[src/rtl/ascon_fsm.sv]
// -----------------------------------------------------------------------------
// ascon_fsm
// Control sequencer for an ASCON-128 permutation datapath (one round per cycle).
// Runs initialisation (p^a), one associated-data block (p^b), any number of
// plaintext blocks (p^b) and finalisation (p^a). It owns the upstream data
// handshake and signals when the cipher and tag registers hold valid values.
//
// Ports
//   clock, reset_n            clock and synchronous active-low reset
//   i_start                   begin a new operation (IDLE/DONE only)
//   i_data_valid              AD/PT block present on the datapath data input
//   i_last_block              marks the current PT transfer as the final block
//   o_data_ready              a block is accepted this cycle when valid is high
//   o_sys_enable              datapath enable (0 soft-clears the datapath)
//   o_mux_select              0 = load external state, 1 = feed back state reg
//   o_enable_*                per-cycle datapath strobes
//   o_round                   round index for the constant-addition layer
//   o_cipher_valid            one-cycle pulse after each PT block is accepted
//   o_block_count             PT blocks accepted since start (wraps)
//   o_busy / o_done           operation in progress / tag register valid
// -----------------------------------------------------------------------------
module ascon_fsm #(
   parameter int ROUNDS_A  = 12,
   parameter int ROUNDS_B  = 6,
   parameter int BLK_CNT_W = 8
) (
   input  logic                 clock,
   input  logic                 reset_n,
   input  logic                 i_start,
   input  logic                 i_data_valid,
   input  logic                 i_last_block,
   output logic                 o_data_ready,
   output logic                 o_sys_enable,
   output logic                 o_mux_select,
   output logic                 o_enable_xor_key_begin,
   output logic                 o_enable_xor_data_begin,
   output logic                 o_enable_xor_key_end,
   output logic                 o_enable_xor_lsb_end,
   output logic                 o_enable_cipher_reg,
   output logic                 o_enable_tag_reg,
   output logic                 o_enable_state_reg,
   output logic [3:0]           o_round,
   output logic                 o_cipher_valid,
   output logic [BLK_CNT_W-1:0] o_block_count,
   output logic                 o_busy,
   output logic                 o_done
);

   localparam logic [3:0] RND_FIRST_A = 4'd0;
   localparam logic [3:0] RND_LAST    = 4'(ROUNDS_A - 1);
   localparam logic [3:0] RND_FIRST_B = 4'(ROUNDS_A - ROUNDS_B);
   localparam logic [3:0] RND_ONE     = 4'd1;
   localparam logic [BLK_CNT_W-1:0] CNT_ZERO = '0;
   localparam logic [BLK_CNT_W-1:0] CNT_ONE  = BLK_CNT_W'(1);

   typedef enum logic [2:0] {
      S_IDLE    = 3'd0,
      S_INIT    = 3'd1,
      S_WAIT_AD = 3'd2,
      S_AD      = 3'd3,
      S_WAIT_PT = 3'd4,
      S_PT      = 3'd5,
      S_FINAL   = 3'd6,
      S_DONE    = 3'd7
   } state_t;

   state_t                 state_q, state_d;
   logic [3:0]             rnd_q, rnd_d;
   logic [BLK_CNT_W-1:0]   cnt_q, cnt_d;
   logic                   cv_q, cv_d;

   // Next-state logic and per-cycle datapath strobes. The accept cycle in the
   // WAIT states is combinational on i_data_valid: it already is the first
   // round of the block, so the round index and XOR strobes depend on it.
   always_comb begin
      state_d                 = state_q;
      rnd_d                   = rnd_q;
      cnt_d                   = cnt_q;
      cv_d                    = 1'b0;
      o_data_ready            = 1'b0;
      o_sys_enable            = 1'b0;
      o_mux_select            = 1'b0;
      o_enable_xor_key_begin  = 1'b0;
      o_enable_xor_data_begin = 1'b0;
      o_enable_xor_key_end    = 1'b0;
      o_enable_xor_lsb_end    = 1'b0;
      o_enable_cipher_reg     = 1'b0;
      o_enable_tag_reg        = 1'b0;
      o_enable_state_reg      = 1'b0;
      o_round                 = 4'd0;
      o_busy                  = 1'b0;
      o_done                  = 1'b0;
      case (state_q)
         S_IDLE, S_DONE: begin
            if (state_q == S_DONE) begin
               o_sys_enable = 1'b1;   // keep tag and cipher registers alive
               o_done       = 1'b1;
            end else begin
               o_sys_enable = 1'b0;
            end
            if (i_start) begin
               state_d = S_INIT;
               rnd_d   = RND_FIRST_A;
               cnt_d   = CNT_ZERO;
            end else begin
               state_d = state_q;
            end
         end
         S_INIT: begin
            o_busy             = 1'b1;
            o_sys_enable       = 1'b1;
            o_enable_state_reg = 1'b1;
            o_round            = rnd_q;
            // first init round loads the external key/nonce/IV state
            o_mux_select       = (rnd_q != RND_FIRST_A);
            if (rnd_q == RND_LAST) begin
               o_enable_xor_key_end = 1'b1;
               state_d              = S_WAIT_AD;
            end else begin
               rnd_d = rnd_q + RND_ONE;
            end
         end
         S_WAIT_AD, S_WAIT_PT: begin
            o_busy       = 1'b1;
            o_data_ready = 1'b1;
            o_sys_enable = 1'b1;
            o_mux_select = 1'b1;
            o_round      = rnd_q;
            if (i_data_valid) begin
               o_enable_xor_data_begin = 1'b1;
               o_enable_state_reg      = 1'b1;
               if (state_q == S_WAIT_AD) begin
                  o_round = RND_FIRST_B;
                  state_d = S_AD;
                  rnd_d   = RND_FIRST_B + RND_ONE;
               end else begin
                  o_enable_cipher_reg = 1'b1;
                  cv_d                = 1'b1;
                  cnt_d               = cnt_q + CNT_ONE;
                  if (i_last_block) begin
                     // last block rolls straight into the p^a finalisation
                     o_enable_xor_key_begin = 1'b1;
                     o_round                = RND_FIRST_A;
                     state_d                = S_FINAL;
                     rnd_d                  = RND_FIRST_A + RND_ONE;
                  end else begin
                     o_round = RND_FIRST_B;
                     state_d = S_PT;
                     rnd_d   = RND_FIRST_B + RND_ONE;
                  end
               end
            end else begin
               o_enable_state_reg = 1'b0;
            end
         end
         S_AD, S_PT: begin
            o_busy             = 1'b1;
            o_sys_enable       = 1'b1;
            o_mux_select       = 1'b1;
            o_enable_state_reg = 1'b1;
            o_round            = rnd_q;
            if (rnd_q == RND_LAST) begin
               o_enable_xor_lsb_end = (state_q == S_AD);  // domain separation
               state_d              = S_WAIT_PT;
            end else begin
               rnd_d = rnd_q + RND_ONE;
            end
         end
         S_FINAL: begin
            o_busy             = 1'b1;
            o_sys_enable       = 1'b1;
            o_mux_select       = 1'b1;
            o_enable_state_reg = 1'b1;
            o_round            = rnd_q;
            if (rnd_q == RND_LAST) begin
               o_enable_xor_key_end = 1'b1;
               o_enable_tag_reg     = 1'b1;
               state_d              = S_DONE;
               rnd_d                = RND_FIRST_A;
            end else begin
               rnd_d = rnd_q + RND_ONE;
            end
         end
         default: begin
            state_d = S_IDLE;
            rnd_d   = RND_FIRST_A;
            cnt_d   = CNT_ZERO;
         end
      endcase
   end

   // State, round, block-count and cipher-valid registers.
   always_ff @(posedge clock) begin
      if (!reset_n) begin
         state_q <= S_IDLE;
         rnd_q   <= RND_FIRST_A;
         cnt_q   <= CNT_ZERO;
         cv_q    <= 1'b0;
      end else begin
         state_q <= state_d;
         rnd_q   <= rnd_d;
         cnt_q   <= cnt_d;
         cv_q    <= cv_d;
      end
   end

   assign o_cipher_valid = cv_q;
   assign o_block_count  = cnt_q;

endmodule

[config.mk]
export PLATFORM = sky130hd
export DESIGN_NAME = ascon_fsm
export DESIGN_NICKNAME = d
export VERILOG_FILES = /design/src/rtl/ascon_fsm.sv
export SDC_FILE = /design/constraint.sdc
export NUM_CORES = 1
export LEC_CHECK = 0
export ABC_AREA = 1
export BUFFER_PORTS_ARGS = -buffer_cell sky130_fd_sc_hd__buf_4
export CORE_AREA = 2 2 54 56
export CTS_CLUSTER_SIZE = 24
export DETAILED_ROUTE_END_ITERATION = 8
export DIE_AREA = 0 0 56 58
export PLACE_DENSITY = 0.79
export REMOVE_ABC_BUFFERS = 1
export SYNTH_ARGS = -nofsm -noshare
export SYNTH_HDL_FRONTEND = slang
export SYNTH_SLANG_ARGS = --single-unit
[constraint.sdc]
create_clock -name clock -period 1.3 [get_ports clock]
set_input_delay 0.13 -clock clock [delete_from_list [all_inputs] [get_ports clock]]
set_output_delay 0.13 -clock clock [all_outputs]
set_load 0.01 [all_outputs]
==> impl_metrics.env <==
export IMPL_finalSetupViolCount=31
export IMPL_cts_sinks=16
export IMPL_grt_pass1_wl_microns=7710
export IMPL_maxSlewViolCount=0
export IMPL_crit_buf_inv=4
export IMPL_busiest_layer="met2"
export IMPL_synth_cell_types=24
export IMPL_slowest_stage="dfxtp_4"
export IMPL_syn_cell_area_sq_um=1160
export IMPL_ys_ff_latch=16
export IMPL_relSlewSlack_pct=62.2
export IMPL_drt_total_wl_microns=5560
export IMPL_finalCritPeriodShare_pct=130
export IMPL_use_met3_pct=7.59
export IMPL_die_h_microns=58
export IMPL_status="finished with violations"
export IMPL_nets=297
export IMPL_p_per_area_nw_per_um2=2050
export IMPL_worst_pin_slew_ns=0.567
export IMPL_grt_total_usage_pct=30.7
export IMPL_synthDominantCellAreaShare_pct=27.6
export IMPL_path_cells="inv_4 -> nand2_4 -> nand4_4 -> nand2_4 -> buf_4 -> inv_4 -> nor2_1 -> buf_4"
export IMPL_place_ws_ns=-0.111
export IMPL_cts_root_buf="clkbuf_4"
export IMPL_post_dp_cell_area_sq_um=1670
export IMPL_yosysSeqAreaShare_pct=27.6
export IMPL_placementRows=19
export IMPL_port_buffers=29
export IMPL_dr_pass1_iters=4
export IMPL_crit_arrival_ns=1.56
export IMPL_synthTopCellsByArea="dfxtp_1 28%, nand2_1 22%, inv_1 8.1%, nand3_1 7.8%, nor2_1 7.1%"
export IMPL_critPathMaxStageDelay_ns=0.45
export IMPL_setup_ws_ns=-0.394
export IMPL_htreeDepth=1
export IMPL_synth_largest_area_cell="dfxtp_1"
export IMPL_violations="setup timing"
export IMPL_drc=0
export IMPL_worstHoldPathType="input pin to flip-flop"
export IMPL_finalSetupTns_ns=-6.83
export IMPL_ys_warnings_count=0
export IMPL_rsz0062_at_grt="true"
export IMPL_grt_pass1_vias=1706
export IMPL_use_met1_pct=32.7
export IMPL_crit_path_start_kind="flip-flop"
export IMPL_postSynthAreaPerCell_sq_um=5.87
export IMPL_cp_top_family="flip-flops"
export IMPL_drive_gt1_share_pct=57.3
export IMPL_hold_buffers=0
export IMPL_grt_max_degree=14
export IMPL_clockBufferDepth=2
export IMPL_cts_tree="done"
export IMPL_crit_fanout=6
export IMPL_clk_pin_slew_worst_paths_ns=0.09
export IMPL_synthCells=198
export IMPL_gp_congestion=0.898
export IMPL_die_x_microns=56
export IMPL_maxCapViolations=0
export IMPL_vias_per_cell=5.64
export IMPL_ant_nets=0
export IMPL_fmax_ghz=0.590
export IMPL_clock_skew_ns=0.00430
export IMPL_endpoint_kind="primary output"
export IMPL_p_leak_uw=0.00104
export IMPL_critPathKind="flip-flop to primary output"
export IMPL_vias=1799
export IMPL_gr_usage_met2_pct=55.3
export IMPL_initialDrtViolationCount=109
export IMPL_initial_core_util_pct=43.7
export IMPL_coreArea_sq_um=2660
export IMPL_fin_area_sq_um=2310
export IMPL_place_hpwl_microns=2480
export IMPL_hold_viol_final=0
export IMPL_area_delta_synth_final_pct=98.5
export IMPL_num_io_pins=30
export IMPL_post_drt_wl_per_cell_microns=17.4
export IMPL_finalCriticalPeriod_ns=1.69
export IMPL_antenna_found_initial=0
export IMPL_numCtsBuffers=3
export IMPL_diodes=0
export IMPL_clock_latency_ns=0.31
export IMPL_ir_worst_vdd_mv=1.71
export IMPL_gr_total_overflow=0
export IMPL_design_die_area_sq_um=3250
export IMPL_crit_required_ns=1.17
==> registers in the layout, summed over array words and instances, names as in the netlist <==
register and cells:
o_block_count 8, o_cipher_valid 1, rnd_q 4, state_q 3
==> worst min-delay path, stage by stage <==
cell	delay (ns)
buf_4	0.13
nand2_1	0.06
nor2_1	0.03
==> final timing paths <==
kind / slack, ns / cells after the start / start / endpoint
setup / recovery: -0.39 / 8 / state_q[1] / o_round[0]
hold / removal: 0.07 / 3 / reset_n / state_q[0]
setup reg to reg: -0.27 / 9 / state_q[1] / o_block_count[2]
hold reg to reg: 0.54 / 2 / o_block_count[6] / o_block_count[6]
==> stage by stage <==
stage               hold WS [ns]  util (%)  power [uW]  cells
finish                    0.0698      86.7        4730    319
global route              0.0659      86.7        4940    319
CTS                       0.0770      79.9        4030    314
detailed placement         0.394      62.5        2790    290
global placement           0.394      62.5        2760    290
floorplan                  0.251         -        1810    196
==> placed cells by master, fill, tap and decap left out, drive strengths merged <==
| cell type | count |
|---|---|
| a21oi | 16 |
| a41oi | 1 |
| buf | 88 |
| clkbuf | 4 |
| dfxtp | 16 |
| ha | 3 |
| inv | 28 |
| nand2 | 71 |
| nand3 | 20 |
| nand3b | 2 |
| nand4 | 1 |
| nor2 | 24 |
| nor3 | 2 |
| nor3b | 2 |
| o21ai | 7 |
| o21bai | 1 |
| xor2 | 2 |
==> what timing repair did <==
action,CTS,global route
endpoints found under the setup margin,30,31
pin swaps,26,13
buffers inserted,22,5
resized for setup,83,35
==> cell families (layout without fill, tap and decap cells) <==
family / Yosys count / after routing / share of synthesized area (%)
buffers and inverters: 30 / 120 / 9.79
DFF: 16 / 16 / 27.6
AOI/OAI and AO/OA: 25 / 25 / 11.6
and+or+nand+nor: 122 / 122 / 46.3
adders and majority gates: 3 / 3 / 3.23
xor gates and xnor gates: 2 / 2 / 1.51
==> power breakdown <==
group	total (uW)	leakage [uW]	internal (uW)	switching [uW]
Clock	350	0.0000210	171	178
Combinational	3610	0.000888	1660	1960
Sequential	762	0.000133	609	153
==> routing by layer <==
layer	vias up	routed length [microns]
met2	104	2850
met3	25	360
met5	-	0
met1	855	2140
met4	0	205
li1	815	-
==> synthesized netlist by cell type, drive strengths merged <==
cell	instances
nand3b	2
a21oi	16
ha	3
buf	1
dfxtp	16
nand4	1
nor3	2
nand2	71
inv	28
o21ai	7
nor3b	2
xor2	2
nor2	24
a41oi	1
o21bai	1
nand3	20
clkbuf	1
==> final cells by class <==
class / instances / area [sq um]
Multi-Input combinational cell: 152 / 1050
Timing Repair Buffer: 88 / 721
Fill cell: 124 / 355
Sequential cell: 16 / 334
Inverter: 28 / 123
Tap cell: 31 / 38.8
Clock buffer: 4 / 36.3
No activity file was read; power rests on OpenSTA's default activity.
